`src/rtl/mem_bus_arbiter_pkg.sv`:
```
`default_nettype none
// ---------------------------------------------------------------------------
// mem_bus_arbiter_pkg : shared encodings for the fetch/data memory arbiter
// Rev 1.0
// ---------------------------------------------------------------------------
package mem_bus_arbiter_pkg;

  typedef enum logic [1:0] {
    ST_IDLE  = 2'd0,
    ST_FETCH = 2'd1,
    ST_DATA  = 2'd2,
    ST_DONE  = 2'd3
  } state_t;

  localparam logic GNT_FETCH = 1'b0;
  localparam logic GNT_DATA  = 1'b1;

  localparam logic [1:0] BE_WORD = 2'b11;
  localparam logic [1:0] BE_LO   = 2'b01;
  localparam logic [1:0] BE_HI   = 2'b10;

  function automatic logic [1:0] byte_enables(input logic is_byte, input logic a0);
    if (!is_byte) return BE_WORD;
    return a0 ? BE_HI : BE_LO;
  endfunction

endpackage
`default_nettype wire

```
`src/rtl/mem_bus_arbiter_rr_arb2.sv`:
```
`default_nettype none
// ---------------------------------------------------------------------------
// mem_bus_arbiter_rr_arb2 : two-input round-robin picker (bit0=fetch, bit1=data)
// Rev 1.0
// ---------------------------------------------------------------------------
module mem_bus_arbiter_rr_arb2
  import mem_bus_arbiter_pkg::*;
(
  input  logic [1:0] i_req,
  input  logic       i_last,
  output logic [1:0] o_gnt
);

  always_comb begin
    o_gnt = i_req;
    if (i_req == 2'b11) begin
      o_gnt = (i_last == GNT_DATA) ? 2'b01 : 2'b10;
    end
  end

endmodule
`default_nettype wire

```
`src/rtl/mem_bus_arbiter.sv`:
```
`default_nettype none
// ---------------------------------------------------------------------------
// mem_bus_arbiter : shares one 16-bit memory port between fetch and data
// Rev 1.0
// ---------------------------------------------------------------------------
module mem_bus_arbiter
  import mem_bus_arbiter_pkg::*;
#(
  parameter int unsigned TIMEOUT = 255
) (
  input  logic        clk,
  input  logic        rst_n,
  input  logic        f_req,
  input  logic [15:0] f_addr,
  output logic        f_ack,
  output logic [15:0] f_rdata,
  output logic        f_err,
  input  logic        d_req,
  input  logic        d_we,
  input  logic        d_byte,
  input  logic [15:0] d_addr,
  input  logic [15:0] d_wdata,
  output logic        d_ack,
  output logic [15:0] d_rdata,
  output logic        d_err,
  output logic        m_valid,
  output logic        m_we,
  output logic [1:0]  m_be,
  output logic [15:0] m_addr,
  output logic [15:0] m_wdata,
  input  logic [15:0] m_rdata,
  input  logic        m_ready,
  output logic        busy,
  output logic [1:0]  dbg_state
);

  localparam logic [15:0] c_timeout = 16'(TIMEOUT);

  state_t      r_state, w_state;
  logic        r_last, w_last;
  logic        r_gnt, w_gnt_id;
  logic        r_lane, w_lane;
  logic        r_byte, w_byte;
  logic [15:0] r_cnt, w_cnt;
  logic        r_m_valid, w_m_valid;
  logic        r_m_we, w_m_we;
  logic [1:0]  r_m_be, w_m_be;
  logic [15:0] r_m_addr, w_m_addr;
  logic [15:0] r_m_wdata, w_m_wdata;
  logic        r_f_ack, w_f_ack, r_f_err, w_f_err;
  logic        r_d_ack, w_d_ack, r_d_err, w_d_err;
  logic [15:0] r_f_rdata, w_f_rdata, r_d_rdata, w_d_rdata;

  logic [1:0]  w_gnt;
  logic        w_sel;
  logic [15:0] w_g_addr, w_g_wdata, w_rd_fmt, w_cnt_inc;
  logic        w_g_byte, w_g_we, w_misaligned;

  mem_bus_arbiter_rr_arb2 u_rr_arb2 (
    .i_req  ({d_req, f_req}),
    .i_last (r_last),
    .o_gnt  (w_gnt)
  );

  assign w_sel        = w_gnt[1];
  assign w_g_addr     = w_sel ? d_addr : f_addr;
  assign w_g_byte     = w_sel & d_byte;
  assign w_g_we       = w_sel & d_we;
  assign w_g_wdata    = w_g_byte ? {d_wdata[7:0], d_wdata[7:0]} : (w_sel ? d_wdata : 16'h0000);
  assign w_misaligned = !w_g_byte && w_g_addr[0];
  assign w_cnt_inc    = r_cnt + 16'd1;
  // Byte reads pick the lane selected by address bit 0 and zero-extend it.
  assign w_rd_fmt     = !r_byte ? m_rdata : {8'h00, (r_lane ? m_rdata[15:8] : m_rdata[7:0])};

  always_comb begin
    w_state   = r_state;
    w_last    = r_last;
    w_gnt_id  = r_gnt;
    w_lane    = r_lane;
    w_byte    = r_byte;
    w_cnt     = r_cnt;
    w_m_valid = r_m_valid;
    w_m_we    = r_m_we;
    w_m_be    = r_m_be;
    w_m_addr  = r_m_addr;
    w_m_wdata = r_m_wdata;
    w_f_ack   = 1'b0;
    w_f_err   = 1'b0;
    w_f_rdata = 16'h0000;
    w_d_ack   = 1'b0;
    w_d_err   = 1'b0;
    w_d_rdata = 16'h0000;

    case (r_state)
      ST_IDLE: begin
        if (|w_gnt) begin
          w_last   = w_sel;
          w_gnt_id = w_sel;
          w_lane   = w_g_addr[0];
          w_byte   = w_g_byte;
          w_cnt    = 16'h0000;
          if (w_misaligned) begin
            w_state = ST_DONE;
            w_f_ack = !w_sel;
            w_f_err = !w_sel;
            w_d_ack = w_sel;
            w_d_err = w_sel;
          end else begin
            w_state   = w_sel ? ST_DATA : ST_FETCH;
            w_m_valid = 1'b1;
            w_m_we    = w_g_we;
            w_m_be    = byte_enables(w_g_byte, w_g_addr[0]);
            w_m_addr  = {w_g_addr[15:1], 1'b0};
            w_m_wdata = w_g_wdata;
          end
        end
      end
      ST_FETCH, ST_DATA: begin
        if (m_ready || (TIMEOUT != 0 && w_cnt_inc == c_timeout)) begin
          w_state   = ST_DONE;
          w_m_valid = 1'b0;
          w_m_we    = 1'b0;
          w_m_be    = 2'b00;
          w_m_addr  = 16'h0000;
          w_m_wdata = 16'h0000;
          w_f_ack   = (r_gnt == GNT_FETCH);
          w_d_ack   = (r_gnt == GNT_DATA);
          if (m_ready) begin
            w_f_rdata = (r_gnt == GNT_FETCH) ? w_rd_fmt : 16'h0000;
            w_d_rdata = (r_gnt == GNT_DATA) ? w_rd_fmt : 16'h0000;
          end else begin
            w_f_err = (r_gnt == GNT_FETCH);
            w_d_err = (r_gnt == GNT_DATA);
          end
        end else begin
          w_cnt = w_cnt_inc;
        end
      end
      default: begin
        w_state = ST_IDLE;
      end
    endcase
  end

  always_ff @(posedge clk) begin
    if (!rst_n) begin
      r_state   <= ST_IDLE;
      r_last    <= GNT_FETCH;
      r_gnt     <= GNT_FETCH;
      r_lane    <= 1'b0;
      r_byte    <= 1'b0;
      r_cnt     <= 16'h0000;
      r_m_valid <= 1'b0;
      r_m_we    <= 1'b0;
      r_m_be    <= 2'b00;
      r_m_addr  <= 16'h0000;
      r_m_wdata <= 16'h0000;
      r_f_ack   <= 1'b0;
      r_f_err   <= 1'b0;
      r_f_rdata <= 16'h0000;
      r_d_ack   <= 1'b0;
      r_d_err   <= 1'b0;
      r_d_rdata <= 16'h0000;
    end else begin
      r_state   <= w_state;
      r_last    <= w_last;
      r_gnt     <= w_gnt_id;
      r_lane    <= w_lane;
      r_byte    <= w_byte;
      r_cnt     <= w_cnt;
      r_m_valid <= w_m_valid;
      r_m_we    <= w_m_we;
      r_m_be    <= w_m_be;
      r_m_addr  <= w_m_addr;
      r_m_wdata <= w_m_wdata;
      r_f_ack   <= w_f_ack;
      r_f_err   <= w_f_err;
      r_f_rdata <= w_f_rdata;
      r_d_ack   <= w_d_ack;
      r_d_err   <= w_d_err;
      r_d_rdata <= w_d_rdata;
    end
  end

  assign f_ack     = r_f_ack;
  assign f_err     = r_f_err;
  assign f_rdata   = r_f_rdata;
  assign d_ack     = r_d_ack;
  assign d_err     = r_d_err;
  assign d_rdata   = r_d_rdata;
  assign m_valid   = r_m_valid;
  assign m_we      = r_m_we;
  assign m_be      = r_m_be;
  assign m_addr    = r_m_addr;
  assign m_wdata   = r_m_wdata;
  assign busy      = (r_state != ST_IDLE);
  assign dbg_state = r_state;

endmodule
`default_nettype wire

```
`config.mk`:
```
export PLATFORM = sky130hd
export DESIGN_NAME = mem_bus_arbiter
export DESIGN_NICKNAME = d
export VERILOG_FILES = /design/src/rtl/mem_bus_arbiter_pkg.sv /design/src/rtl/mem_bus_arbiter_rr_arb2.sv /design/src/rtl/mem_bus_arbiter.sv
export SDC_FILE = /design/constraint.sdc
export NUM_CORES = 1
export LEC_CHECK = 0
export ABC_CLOCK_PERIOD_IN_PS = 5660
export CORE_ASPECT_RATIO = 1.4
export CORE_UTILIZATION = 30
export CTS_CLUSTER_DIAMETER = 50
export DETAILED_ROUTE_END_ITERATION = 8
export SYNTH_ARGS = -nofsm -noshare
export SYNTH_HDL_FRONTEND = slang
export SYNTH_SLANG_ARGS = --single-unit
```
`constraint.sdc`:
```
create_clock -name clk -period 5.66 [get_ports clk]
set_input_delay 1.132 -clock clk [delete_from_list [all_inputs] [get_ports clk]]
set_output_delay 1.132 -clock clk [all_outputs]
set_load 0.05 [all_outputs]
```
; Yosys cells after proc, flatten, opt, wreduce, memory -nomap -nowiden
; Index checks and enable logic that the tools add are counted.
[totals]
input_bits = 71
regBits = 93
out_inout_bits = 75
word_cells = 101
[op_classes]
reduce_logical = 15
n_addsub = 1
muxes = 54
n_eq_ne = 8
n_bitwise = 7
[ops]
columns = op, count
row1 = two-way mux 16 bit, 11
row2 = case mux 16 bit (2 select lines), 3
row3 = two-way mux 2 bit, 12
row4 = two-way mux 1 bit, 19
row5 = adder 16 x 1 -> 16 bit (second input constant), 1
row6 = equality test 16 x 8 -> 1 bit (second input constant), 1
row7 = case mux 1 bit (2 select lines), 6
row8 = two-way mux 8 bit, 1
row9 = != test 2 bit (second input constant), 4
row10 = case mux 2 bit (2 select lines), 2
row11 = NOT 1 bit, 5
row12 = AND reduction 5 bit, 1
row13 = OR reduction 5 bit, 1
row14 = equality test 2 bit (second input constant), 2
row15 = AND reduction 2 bit, 2
row16 = AND reduction 4 bit, 1
row17 = nonzero test 2 bit, 2
row18 = OR reduction 2 bit, 2
row19 = AND reduction 3 bit, 1
row20 = AND 1 bit, 2
row21 = equality test 2 x 1 -> 1 bit (second input constant), 1
row22 = logical NOT 1 bit, 2
row23 = logical NOT 2 bit, 1
row24 = logical AND 1 bit, 1
row25 = logical OR 1 bit, 1

; Depth between registers and ports, before layout
[depth]
word_depth = 12
mapped_depth = 10
depth_no_buf = 8

; Modules after synthesis
; Synthesis repeated with hierarchy kept, for this count alone.
[unflattened]
cells_unflattened = 493
hier_area_um2 = 4331.7
[modules_own_cells]
columns = module, n_inst, cells_per_inst, area_per_inst_um2, seq_area_each_um2
row1 = mem_bus_arbiter, 1, 490, 4312.9, 1841.8
row2 = mem_bus_arbiter_rr_arb2, 1, 3, 18.8, 0.0

; Worst setup path after synthesis
; Ideal clock, no wire load.
[synth_timing]
path_type = input -> register
from = input port d_req
to = register r_m_addr[10], in the netlist m_addr[10]
path_buffers = 1
stages = 5
path_slack_ns = 2.897
required_time_ns = 5.507
setup_ns = 0.153
arrival_ns = 2.610
path_cell_list = a21boi_1 > nor2b_1 > o32ai_2 > clkbuf_1 > a311oi_2
[synth_between]
elab_chain_cells = 7
elab_cells_between_ends = 13
classes_between = eq/ne (3) / mux (5) / bitwise (1) / reduce/logical (4)
[synth_rtl]
columns = item, line
row1 = "start, declared", mem_bus_arbiter.sv:18  ; input logic d_req,
row2 = equality test 2 bit, mem_bus_arbiter_rr_arb2.sv:16  ; if (i_req == 2'b11) begin
row3 = two-way mux 2 bit (*), mem_bus_arbiter_rr_arb2.sv:16
row4 = AND 1 bit, mem_bus_arbiter.sv:67  ; assign w_g_byte = w_sel & d_byte;
row5 = logical NOT 1 bit, n/a
row6 = logical AND 1 bit, mem_bus_arbiter.sv:70  ; assign w_misaligned = !w_g_byte && w_g_addr[0];
row7 = != test 2 bit (no source line), n/a
row8 = AND reduction 4 bit (no source line), n/a
row9 = "end signal, assigned", mem_bus_arbiter.sv:174  ; r_m_addr <= w_m_addr;
row10 = "end, declared", mem_bus_arbiter.sv:48  ; logic [15:0] r_m_addr, w_m_addr;
; Every way passes the cells marked *; elsewhere a longest branch is shown, timed or not. The select of a mux whose other input is x is not followed.
; A chain may end at the register's enable or synchronous reset.

; Final worst setup path
[layout_timing]
from = input port d_req
to = register r_m_addr[15], in the netlist m_addr[15]
; Same word-level chain as after synthesis.

==> metrics.txt <==
# TYPE chip_impl_metric gauge
chip_impl_metric{name="gp_congestion",unit=""} 0.9046
chip_impl_metric{name="clock_latency",unit="ns"} 0.35
chip_impl_info{name="synth_top_family_by_area",value="simple AND/OR/NAND/NOR gates"} 1
chip_impl_info{name="cp_cell_sequence",value="clkdlybuf4s50_1 > a21boi_2 > buf_4 > nor3b_1 > o32ai_4 > buf_4 > a31o_2 > a311oi_1"} 1
chip_impl_metric{name="vdd_ir_drop_max",unit="V"} 0.0002012
chip_impl_metric{name="detailedRoute.firstPassIterationCount",unit=""} 7
chip_impl_metric{name="hold_buffers",unit=""} 0
chip_impl_metric{name="finalNetCount",unit=""} 666
chip_impl_metric{name="htreeDepth",unit=""} 3
chip_impl_info{name="hold_path_end",value="m_valid"} 1
chip_impl_metric{name="syn-instance-count",unit=""} 463
chip_impl_info{name="clock_tree_from_tritoncts",value="built"} 1
chip_impl_metric{name="placementRows",unit=""} 51
chip_impl_metric{name="setup_viol_count_final",unit=""} 0
chip_impl_info{name="critPathSlowestCell",value="clkdlybuf4s50_1"} 1
chip_impl_metric{name="setup_total_negative_slack",unit="ns"} 0
chip_impl_metric{name="route.detailed.vias_per_inst",unit=""} 4.949
chip_impl_metric{name="synth-xor-area-share",unit=""} 0.01243
chip_impl_metric{name="yosys.area_share.simple",unit=""} 0.1932
chip_impl_metric{name="path_clk_slew",unit="ns"} 0.07
chip_impl_metric{name="critical_path.max_stage_delay",unit="ns"} 0.50
chip_impl_metric{name="floorplan.io_pins",unit=""} 146
chip_impl_metric{name="timing.final.max_slew_violations",unit=""} 0
chip_impl_metric{name="cts_num_sinks",unit=""} 92
chip_impl_metric{name="die_width",unit="um"} 102.3
chip_impl_metric{name="post_cts_setup_repair_bufs",unit=""} 0
chip_impl_metric{name="syn2layout_area_growth",unit="%"} 44.08
chip_impl_info{name="violations",value="DRC"} 1
chip_impl_metric{name="drv_cap",unit=""} 0
chip_impl_info{name="hold_class",value="reg2reg"} 1
chip_impl_info{name="crit_type",value="in2reg"} 1
chip_impl_metric{name="pin_count_of_the_biggest_net_entering_global_routing",unit=""} 30
chip_impl_metric{name="port_buffers",unit=""} 144
chip_impl_info{name="outcome",value="complete, but fails checks"} 1
chip_impl_metric{name="post-route-worst-setup-slack",unit="ns"} 1.990
chip_impl_metric{name="dp_hpwl",unit="mm"} 8.889
chip_impl_metric{name="die_y",unit="um"} 142.5
chip_impl_metric{name="postRouteWirelength",unit="mm"} 11.95
chip_impl_info{name="critPathCaptureType",value="register"} 1
chip_impl_metric{name="vias_in_the_first_global_route",unit=""} 3806
chip_impl_metric{name="synth_enable_flop_cells",unit=""} 0
chip_impl_metric{name="ctsLongestPathBuffers",unit=""} 2
chip_impl_metric{name="max_clock_freq",unit="MHz"} 272.5
chip_impl_metric{name="remaining_number_of_nets_flagged_by_the_antenna_check_after_routing",unit=""} 0
chip_impl_metric{name="cts-resized-gates",unit=""} 0
chip_impl_metric{name="final.min_clock_period",unit="ns"} 3.670
chip_impl_metric{name="core",unit="um^2"} 13850
chip_impl_metric{name="average_footprint_of_a_synthesized_cell",unit="um^2"} 9.134
chip_impl_info{name="worst_setup_path_start_kind",value="input port"} 1
chip_impl_info{name="critical_path.reg2reg.startpoint",value="r_cnt[0]"} 1
chip_impl_metric{name="holdPathStages",unit=""} 2
chip_impl_metric{name="ys_warn_count",unit=""} 0
chip_impl_metric{name="dieArea",unit="um^2"} 14580
chip_impl_info{name="cts_root_buffer",value="clkbuf_16"} 1
chip_impl_metric{name="postSynthNetCount",unit=""} 538
chip_impl_metric{name="grt_util_overall",unit=""} 0.1687
chip_impl_info{name="min-delay-start",value="m_valid"} 1
chip_impl_metric{name="effective_utilization_at_floorplan",unit=""} 0.3054
chip_impl_info{name="rr_endpoint",value="m_be[0]"} 1
chip_impl_metric{name="drt_first_iter_violations",unit=""} 218
chip_impl_info{name="synthFlopType",value="dfxtp_1"} 1
chip_impl_metric{name="grt-ovfl-total",unit=""} 0
chip_impl_metric{name="cp_data_arrival_time",unit="ns"} 3.92
chip_impl_metric{name="worst-path-buf-inv",unit=""} 3
chip_impl_info{name="most_common_cell_type_on_the_critical_path",value="buf_4"} 1
chip_impl_metric{name="post_synth_fa_ha_maj_area_fraction",unit=""} 0.01183
chip_impl_metric{name="period_share",unit=""} 0.6483
chip_impl_metric{name="fin_skew",unit="ns"} 0.01152
chip_impl_metric{name="pwr_density",unit="nW/um^2"} 448.9
chip_impl_metric{name="detailroute.via_count",unit=""} 3865
chip_impl_metric{name="synth_mux_area_frac",unit=""} 0.1314
chip_impl_metric{name="worstMarginPinSlew",unit="ns"} 0.8249
chip_impl_metric{name="finalHoldViolCount",unit=""} 0
chip_impl_metric{name="number_of_cells_on_the_worst_reg_to_reg_path",unit=""} 9
chip_impl_metric{name="r2r_setup_slack",unit="ns"} 2.36
chip_impl_info{name="critical_path.top_delay_family",value="compound AO/OA/AOI/OAI gates"} 1
chip_impl_info{name="unrepaired_setup_endpoints_after_global_routing",value="no"} 1
chip_impl_metric{name="grt_pass1_wl",unit="mm"} 18.85
chip_impl_metric{name="synthesis.area",unit="um^2"} 4229
chip_impl_metric{name="crit_required",unit="ns"} 5.91
chip_impl_metric{name="crit_path_max_fanout",unit=""} 27
chip_impl_metric{name="power.static_leakage",unit="nW"} 2.275
chip_impl_metric{name="antenna_cells_inserted",unit=""} 0
chip_impl_metric{name="routed_wire_length_per_instance",unit="um"} 15.30
chip_impl_metric{name="ys_seq_area_frac",unit=""} 0.4355
chip_impl_metric{name="slew_headroom",unit=""} 0.4451
chip_impl_metric{name="initial_antenna_violation_count",unit=""} 0
chip_impl_metric{name="fraction_of_the_mapped_netlist_area_in_compound_gates",unit=""} 0.1630
chip_impl_metric{name="detail_route.drc_violations",unit=""} 2
chip_impl_metric{name="cts_buffers",unit=""} 9
chip_impl_metric{name="synth_cell_type_count",unit=""} 56
chip_impl_metric{name="pre_cts_slack",unit="ns"} 1.599
chip_impl_metric{name="postSynth.asyncResetShare",unit=""} 0
chip_impl_metric{name="layout-drive-gt1-share",unit=""} 0.08725
chip_impl_metric{name="synth_seq_cells",unit=""} 92
metrics by stage:
stage / hold slack, ns / total power, mW / util / cell area [um^2] / instances
final: 0.4581 / 2.735 / 0.4400 / 6093 / 781
after global routing: 0.4824 / 2.869 / 0.4400 / 6093 / 781
after CTS: 0.4651 / 2.763 / 0.4400 / 6093 / 781
after detailed placement: 0.4477 / 2.152 / 0.4180 / 5788 / 765
after global placement: 0.4494 / 2.132 / 0.4180 / 5788 / 765
after floorplan: 0.4631 / 1.742 / - / 4229 / 463
state kept, by name, indices dropped and copies added, names as in the netlist:
register   flops
r_lane         1
f_ack          1
d_err          1
m_wdata       16
d_rdata       16
f_err          1
d_ack          1
dbg_state      2
m_we           1
m_addr        15
f_rdata       16
r_gnt          1
r_byte         1
m_be           2
r_cnt         16
m_valid        1
report_power, final:
group	internal (mW)	switching, mW	leakage, nW
Clock	0.314	0.290	0.146
Combinational	0.446	0.855	1.38
Sequential	0.762	0.0682	0.748
Total	1.52	1.21	2.28
cells by family (layout without fill, tap and decap cells):
| family | count (synthesis) | count (layout) |
|---|---|---|
| buffers and inverters | 45 | 178 |
| AND/OR/NAND/NOR | 170 | 170 |
| XOR/XNOR | 6 | 6 |
| flip-flops | 92 | 92 |
| other | 1 | 1 |
| AO/OA/AOI/OAI | 91 | 91 |
| adder cells (fa/ha/maj) | 4 | 4 |
| multiplexers | 54 | 54 |
routing by layer:
| layer | vias up | part of all wire | global-route usage | wire (um) |
|---|---|---|---|---|
| met1 | 1823 | 0.40 | 0.1742 | 4772 |
| met2 | 126 | 0.52 | 0.3133 | 6242 |
| met3 | 19 | 0.052 | 0.04322 | 620 |
| met5 | - | 0 | 0 | 0 |
| li1 | 1897 | - | - | - |
| met4 | 0 | 0.026 | 0.07444 | 316 |
worst max path at each step:
stage           from          to  slack [ns]  cells past startpoint
2_1_floorplan  d_req  m_addr[10]        2.90                      5
3_3_place_gp   d_req     m_be[0]        1.82                      8
3_5_place_dp   d_req  m_addr[15]        1.60                      8
4_1_cts        d_req  m_addr[15]        1.97                      8
5_1_grt        d_req  m_addr[15]        1.77                      8
6_report       d_req  m_addr[15]        1.99                      8
layout by cell type (no fill, tap or decap), types with 2 or more instances in the layout:
cell type / netlist / final
clkdlybuf4s50_1: 0 / 144
dfxtp_1: 92 / 92
nand2_1: 71 / 71
mux2i_1: 42 / 42
a21oi_1: 33 / 33
nor2_1: 32 / 32
and2_1: 17 / 17
mux2_2: 12 / 12
inv_1: 9 / 9
o21ai_0: 9 / 9
nand4_1: 9 / 9
a311oi_1: 9 / 9
a31oi_1: 9 / 9
clkbuf_16: 0 / 9
nand3_1: 8 / 8
a311oi_2: 7 / 7
or3_1: 6 / 6
nor3_1: 6 / 6
buf_4: 3 / 6
xor2_1: 5 / 5
and4_1: 4 / 4
and3_1: 4 / 4
o211ai_1: 4 / 4
ha_1: 4 / 4
clkinv_1: 3 / 3
a32o_1: 3 / 3
or4_1: 3 / 3
a31o_2: 2 / 2
inv_8: 0 / 2
clkinv_8: 0 / 2
cells in the mapped netlist (4+ instances only):
library cell  instances  area, um^2
a311oi_1              9       78.83
mux2i_1              42       420.4
nor2_1               32       120.1
a311oi_2              7       105.1
and2_1               17       106.4
ha_1                  4       50.05
clkbuf_1             19       71.32
nand2_1              71       266.5
or3_1                 6       37.54
and4_1                4       35.03
o211ai_1              4       30.03
mux2_2               12       135.1
nand3_1               8       40.04
dfxtp_1              92        1842
inv_1                 9       33.78
a31oi_1               9       56.30
nand4_1               9       56.30
buf_2                 7       35.03
buf_6                 4       45.04
nor3_1                6       30.03
xor2_1                5       43.79
and3_1                4       25.02
o21ai_0               9       45.04
a21oi_1              33       165.2
worst reg2reg max path, stage by stage (launching register included):
cell and delay [ns]:
dfxtp_1 0.46, ha_1 0.41, inv_1 0.16, or3_1 0.38, a211oi_2 0.22, nand4_1 0.26, o311ai_4 0.32, buf_4 0.34
nand2_4 0.29, a32o_1 0.35
area by class of cell:
class	instances	area (um^2)
Sequential cell	92	1842
Timing Repair Buffer	150	1486
Tap cell	185	231.5
Clock inverter	7	80.08
Inverter	12	45.04
Fill cell	1364	7754
Multi-Input combinational cell	326	2183
Clock buffer	9	225.2
(Power assumes the default switching activity.)
